--- src/rtl/timer_irq_ctrl_pkg.sv ---
// Shared constants for the timer interrupt path: default counter width and
// the status bit layout the APB register block uses to pack sts_* flags.
package timer_irq_ctrl_pkg;

    localparam int CNT_W_DEF   = 8;

    localparam int STS_OVF     = 0;
    localparam int STS_UDF     = 1;
    localparam int STS_OVF_OVR = 2;
    localparam int STS_UDF_OVR = 3;
    localparam int STS_W       = 4;

    function automatic logic [STS_W-1:0] pack_sts(input logic ovf, input logic udf,
                                                  input logic ovf_ovr, input logic udf_ovr);
        logic [STS_W-1:0] v;
        v              = '0;
        v[STS_OVF]     = ovf;
        v[STS_UDF]     = udf;
        v[STS_OVF_OVR] = ovf_ovr;
        v[STS_UDF_OVR] = udf_ovr;
        return v;
    endfunction

endpackage

--- src/rtl/timer_irq_ctrl_if.sv ---
// Signal bundle between the counter/register block (master) and the
// interrupt controller (slave). Plain level signals and one-cycle clear pulses; no handshake.
interface timer_irq_ctrl_if #(parameter int CNT_W = 8);

    logic [CNT_W-1:0] cnt_in;
    logic             load;
    logic             dw;
    logic             ie_ovf;
    logic             ie_udf;
    logic             clr_ovf;
    logic             clr_udf;
    logic             sts_ovf;
    logic             sts_udf;
    logic             sts_ovf_ovr;
    logic             sts_udf_ovr;
    logic             irq;

    modport master (
        output cnt_in, load, dw, ie_ovf, ie_udf, clr_ovf, clr_udf,
        input  sts_ovf, sts_udf, sts_ovf_ovr, sts_udf_ovr, irq
    );

    modport slave (
        input  cnt_in, load, dw, ie_ovf, ie_udf, clr_ovf, clr_udf,
        output sts_ovf, sts_udf, sts_ovf_ovr, sts_udf_ovr, irq
    );

endinterface

--- src/rtl/timer_wrap_det.sv ---
// Registers one cycle of counter history and flags a wrap in the direction
// that was in force when the counter stepped.
module timer_wrap_det #(
    parameter int CNT_W = 8
) (
    input  logic             pclk,
    input  logic             presetn,
    input  logic [CNT_W-1:0] cnt_in,
    input  logic             load,
    input  logic             dw,
    output logic             ovf_evt,
    output logic             udf_evt
);

    localparam logic [CNT_W-1:0] CNT_MAX = {CNT_W{1'b1}};

    logic [CNT_W-1:0] cnt_q;
    logic             load_q;
    logic             dw_q;

    always_ff @(posedge pclk or negedge presetn) begin
        if (!presetn) begin
            cnt_q  <= '0;
            load_q <= 1'b0;
            dw_q   <= 1'b0;
        end else begin
            cnt_q  <= cnt_in;
            load_q <= load;
            dw_q   <= dw;
        end
    end

    // A loaded value is never a wrap, whatever the numbers look like.
    always_comb begin
        ovf_evt = ~load_q & ~dw_q & (cnt_q == CNT_MAX) & (cnt_in == '0);
        udf_evt = ~load_q &  dw_q & (cnt_q == '0)      & (cnt_in == CNT_MAX);
    end

endmodule

--- src/rtl/timer_irq_ctrl.sv ---
// Sticky overflow/underflow status with overrun tracking and a maskable
// level interrupt for the timer register block.
module timer_irq_ctrl
    import timer_irq_ctrl_pkg::*;
#(
    parameter int CNT_W = CNT_W_DEF
) (
    input  logic          pclk,
    input  logic          presetn,
    timer_irq_ctrl_if.slave bus
);

    logic ovf_evt;
    logic udf_evt;
    logic sts_ovf_q, sts_udf_q, ovf_ovr_q, udf_ovr_q;
    logic sts_ovf_d, sts_udf_d, ovf_ovr_d, udf_ovr_d;

    timer_wrap_det #(.CNT_W(CNT_W)) u_wrap_det (
        .pclk    (pclk),
        .presetn (presetn),
        .cnt_in  (bus.cnt_in),
        .load    (bus.load),
        .dw      (bus.dw),
        .ovf_evt (ovf_evt),
        .udf_evt (udf_evt)
    );

    // Set beats clear; an event landing on a clear restarts the flag, not an overrun.
    always_comb begin
        sts_ovf_d = ovf_evt | (sts_ovf_q & ~bus.clr_ovf);
        sts_udf_d = udf_evt | (sts_udf_q & ~bus.clr_udf);
        ovf_ovr_d = ((ovf_evt & sts_ovf_q) | ovf_ovr_q) & ~bus.clr_ovf;
        udf_ovr_d = ((udf_evt & sts_udf_q) | udf_ovr_q) & ~bus.clr_udf;
    end

    always_ff @(posedge pclk or negedge presetn) begin
        if (!presetn) begin
            sts_ovf_q <= 1'b0;
            sts_udf_q <= 1'b0;
            ovf_ovr_q <= 1'b0;
            udf_ovr_q <= 1'b0;
        end else begin
            sts_ovf_q <= sts_ovf_d;
            sts_udf_q <= sts_udf_d;
            ovf_ovr_q <= ovf_ovr_d;
            udf_ovr_q <= udf_ovr_d;
        end
    end

    // irq sees only flops and enables, so cnt_in has no path to it.
    assign bus.irq         = (sts_ovf_q & bus.ie_ovf) | (sts_udf_q & bus.ie_udf);
    assign bus.sts_ovf     = sts_ovf_q;
    assign bus.sts_udf     = sts_udf_q;
    assign bus.sts_ovf_ovr = ovf_ovr_q;
    assign bus.sts_udf_ovr = udf_ovr_q;

endmodule
--- src/flat_wrapper.sv ---
// flat-port wrapper written by rule: the top's interface ports become plain ports
module timer_irq_ctrl_flat import timer_irq_ctrl_pkg::*;
#(
    parameter int CNT_W = CNT_W_DEF
)
  (pclk, presetn, bus_cnt_in, bus_load, bus_dw, bus_ie_ovf, bus_ie_udf, bus_clr_ovf, bus_clr_udf, bus_sts_ovf, bus_sts_udf, bus_sts_ovf_ovr, bus_sts_udf_ovr, bus_irq);
  timer_irq_ctrl_if #(.CNT_W(CNT_W)) bus_i ();
  input  logic pclk;
  input  logic presetn;
  input wire logic [$bits(bus_i.cnt_in)-1:0] bus_cnt_in;
  input wire logic [$bits(bus_i.load)-1:0] bus_load;
  input wire logic [$bits(bus_i.dw)-1:0] bus_dw;
  input wire logic [$bits(bus_i.ie_ovf)-1:0] bus_ie_ovf;
  input wire logic [$bits(bus_i.ie_udf)-1:0] bus_ie_udf;
  input wire logic [$bits(bus_i.clr_ovf)-1:0] bus_clr_ovf;
  input wire logic [$bits(bus_i.clr_udf)-1:0] bus_clr_udf;
  output wire logic [$bits(bus_i.sts_ovf)-1:0] bus_sts_ovf;
  output wire logic [$bits(bus_i.sts_udf)-1:0] bus_sts_udf;
  output wire logic [$bits(bus_i.sts_ovf_ovr)-1:0] bus_sts_ovf_ovr;
  output wire logic [$bits(bus_i.sts_udf_ovr)-1:0] bus_sts_udf_ovr;
  output wire logic [$bits(bus_i.irq)-1:0] bus_irq;
  assign bus_i.cnt_in = bus_cnt_in;
  assign bus_i.load = bus_load;
  assign bus_i.dw = bus_dw;
  assign bus_i.ie_ovf = bus_ie_ovf;
  assign bus_i.ie_udf = bus_ie_udf;
  assign bus_i.clr_ovf = bus_clr_ovf;
  assign bus_i.clr_udf = bus_clr_udf;
  assign bus_sts_ovf = bus_i.sts_ovf;
  assign bus_sts_udf = bus_i.sts_udf;
  assign bus_sts_ovf_ovr = bus_i.sts_ovf_ovr;
  assign bus_sts_udf_ovr = bus_i.sts_udf_ovr;
  assign bus_irq = bus_i.irq;
  timer_irq_ctrl #(.CNT_W(CNT_W)) u_core (.pclk(pclk), .presetn(presetn), .bus(bus_i));
endmodule
--- config.mk ---
export PLATFORM = sky130hd
export DESIGN_NAME = timer_irq_ctrl_flat
export DESIGN_NICKNAME = d
export VERILOG_FILES = /design/src/rtl/timer_irq_ctrl_pkg.sv /design/src/rtl/timer_irq_ctrl_if.sv /design/src/rtl/timer_wrap_det.sv /design/src/rtl/timer_irq_ctrl.sv /design/src/flat_wrapper.sv
export SDC_FILE = /design/constraint.sdc
export NUM_CORES = 1
export LEC_CHECK = 0
export BUFFER_PORTS_ARGS = -buffer_cell sky130_fd_sc_hd__buf_2
export CAP_MARGIN = 20
export CORE_AREA = 2 2 39 41
export CTS_BUF_LIST = sky130_fd_sc_hd__clkbuf_2 sky130_fd_sc_hd__clkbuf_4 sky130_fd_sc_hd__clkbuf_8
export DETAILED_ROUTE_END_ITERATION = 8
export DIE_AREA = 0 0 41 43
export GPL_ROUTABILITY_DRIVEN = 1
export PLACE_DENSITY = 0.65
export SYNTH_ARGS = -nofsm -noshare
export SYNTH_HDL_FRONTEND = slang
export SYNTH_SLANG_ARGS = --single-unit
--- constraint.sdc ---
create_clock -name pclk -period 2.4 [get_ports pclk]
set_input_delay 0.48 -clock pclk [delete_from_list [all_inputs] [get_ports pclk]]
set_output_delay 0.48 -clock pclk [all_outputs]
set_load 0.02 [all_outputs]
==> metrics.md <==
| Metric | Value |
|---|---|
| Outcome | `completed` |
| Largest net degree at the start of global routing | `15` |
| Setup Viol. Count Final | `0` |
| Count of cell types in the netlist | `16` |
| Syn Area/Cell | `14.26 µm²` |
| TNS Setup | `0 ps` |
| Most frequent cells in the layout | `buf_2, dfrtp_1, nand2b_1, nor4_1, clkbuf_4` |
| Type of the worst setup path | `primary input to flop` |
| Hold Path Class | `primary input to asynchronous set/reset pin` |
| DRT Pass-1 Iters | `4` |
| Antenna Cells | `0` |
| Max Fclk | `658.1 MHz` |
| CTS max path bufs | `2` |
| Seq cells post-synth | `14` |
| First-pass GRT wire length | `1.497 mm` |
| Syn_nets | `51` |
| Die Span Y | `43 µm` |
| Final Wtd Congestion | `0.7344` |
| Slew Viols, Final | `0` |
| Arrival time of the worst setup path | `1700 ps` |
| Area Growth Syn to Fin | `28.57%` |
| Final WL | `860 µm` |
| CP Launch Type | `primary input` |
| IO Port Bufs | `20` |
| Standard-cell row count | `14` |
| Root Driver | `clkbuf_4` |
| Worst-path maximum fanout | `3` |
| R2r setup slk | `940 ps` |
| Pwr/cell area | `610.7 mW/mm²` |
| GRT Util Overall | `0.1314` |
| Initial antenna violation count | `0` |
| Worst Path Required | `2580 ps` |
| Final min period | `1519 ps` |
| Die area | `0.001763 mm²` |
| Fin Hold WS | `85.51 ps` |
| CTS tree | `yes` |
| ANT nets after route | `0` |
| Clock-pin slew on the worst setup and hold paths | `70 ps` |
| Warnings, synthesis | `0` |
| Crit end category | `flop` |
| Core Region | `0.001384 mm²` |
| CTS buffer count | `3` |
| DP Wirelength | `701.5 µm` |
| I/O Pins | `21` |
| Max Cap Violations | `0` |
| Share of cells above drive strength 1 | `0.4310` |
| Seq/Total Area, Yosys | `0.7018` |
| Drt drc | `0` |
| Starting Density | `0.3608` |
| Worst VDD drop | `387.0 µV` |
| Worst slew margin | `0.8011` |
| Tcrit/Tclk final | `0.6331` |
| Post-layout util | `0.4638` |
| RSZ-0062 raised after global routing | `no` |
| Worst Skew | `1.552 ps` |
| Count of hold buffers inserted by post-cts repair | `0` |
| Resize count post-CTS | `0` |
| Mapped Cells | `35` |
| Synth Cell Area | `499.2 µm²` |
| Clock sink count | `14` |
| Leak | `0.3008 nW` |
| H-tree depth | `1` |
| Worst skew pair latency | `260 ps` |
| Worst slew pin tran | `295.6 ps` |
| # nets final | `76` |
| Setup Fix Bufs, Post-CTS | `0` |
| Vias in the first global route | `382` |
| Vias/cell | `4.973` |
| DRT iter0 DRCs | `9` |
| Commonest non-fill, non-tap cell in the layout | `buf_2` |
| GRT Residual Overflow | `0` |
| WL per Instance | `11.62 µm` |
| Final Hold Viols | `0` |
| DIE WIDTH | `41 µm` |
| Via count | `368` |
logic make-up (layout without fill, tap and decap cells):
| family | after synthesis | count (layout) | share of synthesized area |
|---|---|---|---|
| buf+inv | 1 | 24 | 0.007512 |
| simple gates | 15 | 15 | 0.2105 |
| flops | 14 | 14 | 0.7018 |
| compound gates | 5 | 5 | 0.08020 |
synthesized netlist by cell type (all sizes together):
| cell | count | area, µm² |
|---|---|---|
| nand2b | 3 | 18.77 |
| o32ai | 1 | 8.760 |
| nand4b | 1 | 8.760 |
| o21ai | 2 | 10.01 |
| and4 | 2 | 18.77 |
| dfrtp | 14 | 350.3 |
| nor4 | 3 | 18.77 |
| a22o | 1 | 8.760 |
| nand4 | 2 | 12.51 |
| nand2 | 1 | 3.750 |
| nor2b | 1 | 6.260 |
| o31ai | 1 | 12.51 |
| or4b | 1 | 10.01 |
| inv | 1 | 3.750 |
| or4 | 1 | 7.510 |
metal layers:
| metal | global-route usage | routed length [µm] | vias up |
|---|---|---|---|
| met5 | 0 | 0 | - |
| met2 | 0.1938 | 425 | 15 |
| met1 | 0.1557 | 350 | 169 |
| met3 | 0.03141 | 76 | 2 |
| met4 | 0.1000 | 8 | 0 |
| li1 | - | - | 182 |
where the power goes:
part	switching (mW)	total [mW]	internal [mW]
Clock	0.0623	0.120	0.0579
Sequential	0.00452	0.249	0.244
Combinational	0.0111	0.0230	0.0118
Total	0.0780	0.392	0.314
area by class of cell:
type / count / area, µm²
multi-input combinational: 20 / 145.1
fill: 126 / 742.0
inverter: 1 / 3.754
clock buffer: 3 / 22.52
tap: 16 / 20.02
timing repair buffer: 20 / 100.1
sequential: 14 / 350.3
critical path, cell delays in order:
cell and delay [ps]:
buf_2 110, or4b_1 490, or4_1 440, o31ai_2 180
state kept, by name, indices dropped and copies added (netlist names):
| register | count |
|---|---|
| u_core.u_wrap_det.cnt_q | 8 |
| u_core.bus.sts_ovf | 1 |
| u_core.bus.sts_ovf_ovr | 1 |
| u_core.bus.sts_udf | 1 |
| u_core.bus.sts_udf_ovr | 1 |
| u_core.u_wrap_det.dw_q | 1 |
| u_core.u_wrap_det.load_q | 1 |
final timing paths:
| check | from | cells after the start | end |
|---|---|---|---|
| max | bus_cnt_in[2] | 4 | u_core.bus.sts_ovf_ovr |
| min | presetn | 1 | u_core.u_wrap_det.cnt_q[5] |
| max reg2reg | u_core.u_wrap_det.cnt_q[2] | 3 | u_core.bus.sts_ovf_ovr |
| min reg2reg | u_core.bus.sts_ovf_ovr | 2 | u_core.bus.sts_ovf_ovr |
| max in group asynchronous | presetn | 1 | u_core.u_wrap_det.dw_q |
| min in group pclk | bus_load | 1 | u_core.u_wrap_det.load_q |
stage by stage:
| step | cell area, µm² | instances | worst slack [ps] | power [mW] |
|---|---|---|---|---|
| 2_1_floorplan | 499.2 | 35 | 743.7 | 0.2563 |
| 3_3_place_gp | 619.3 | 71 | 609.0 | 0.2764 |
| 3_5_place_dp | 619.3 | 71 | 599.4 | 0.2769 |
| 4_1_cts | 641.9 | 74 | 889.0 | 0.3967 |
| 5_1_grt | 641.9 | 74 | 843.1 | 0.4145 |
| 6_report | 641.9 | 74 | 880.6 | 0.3920 |
(Power assumes the default switching activity.)
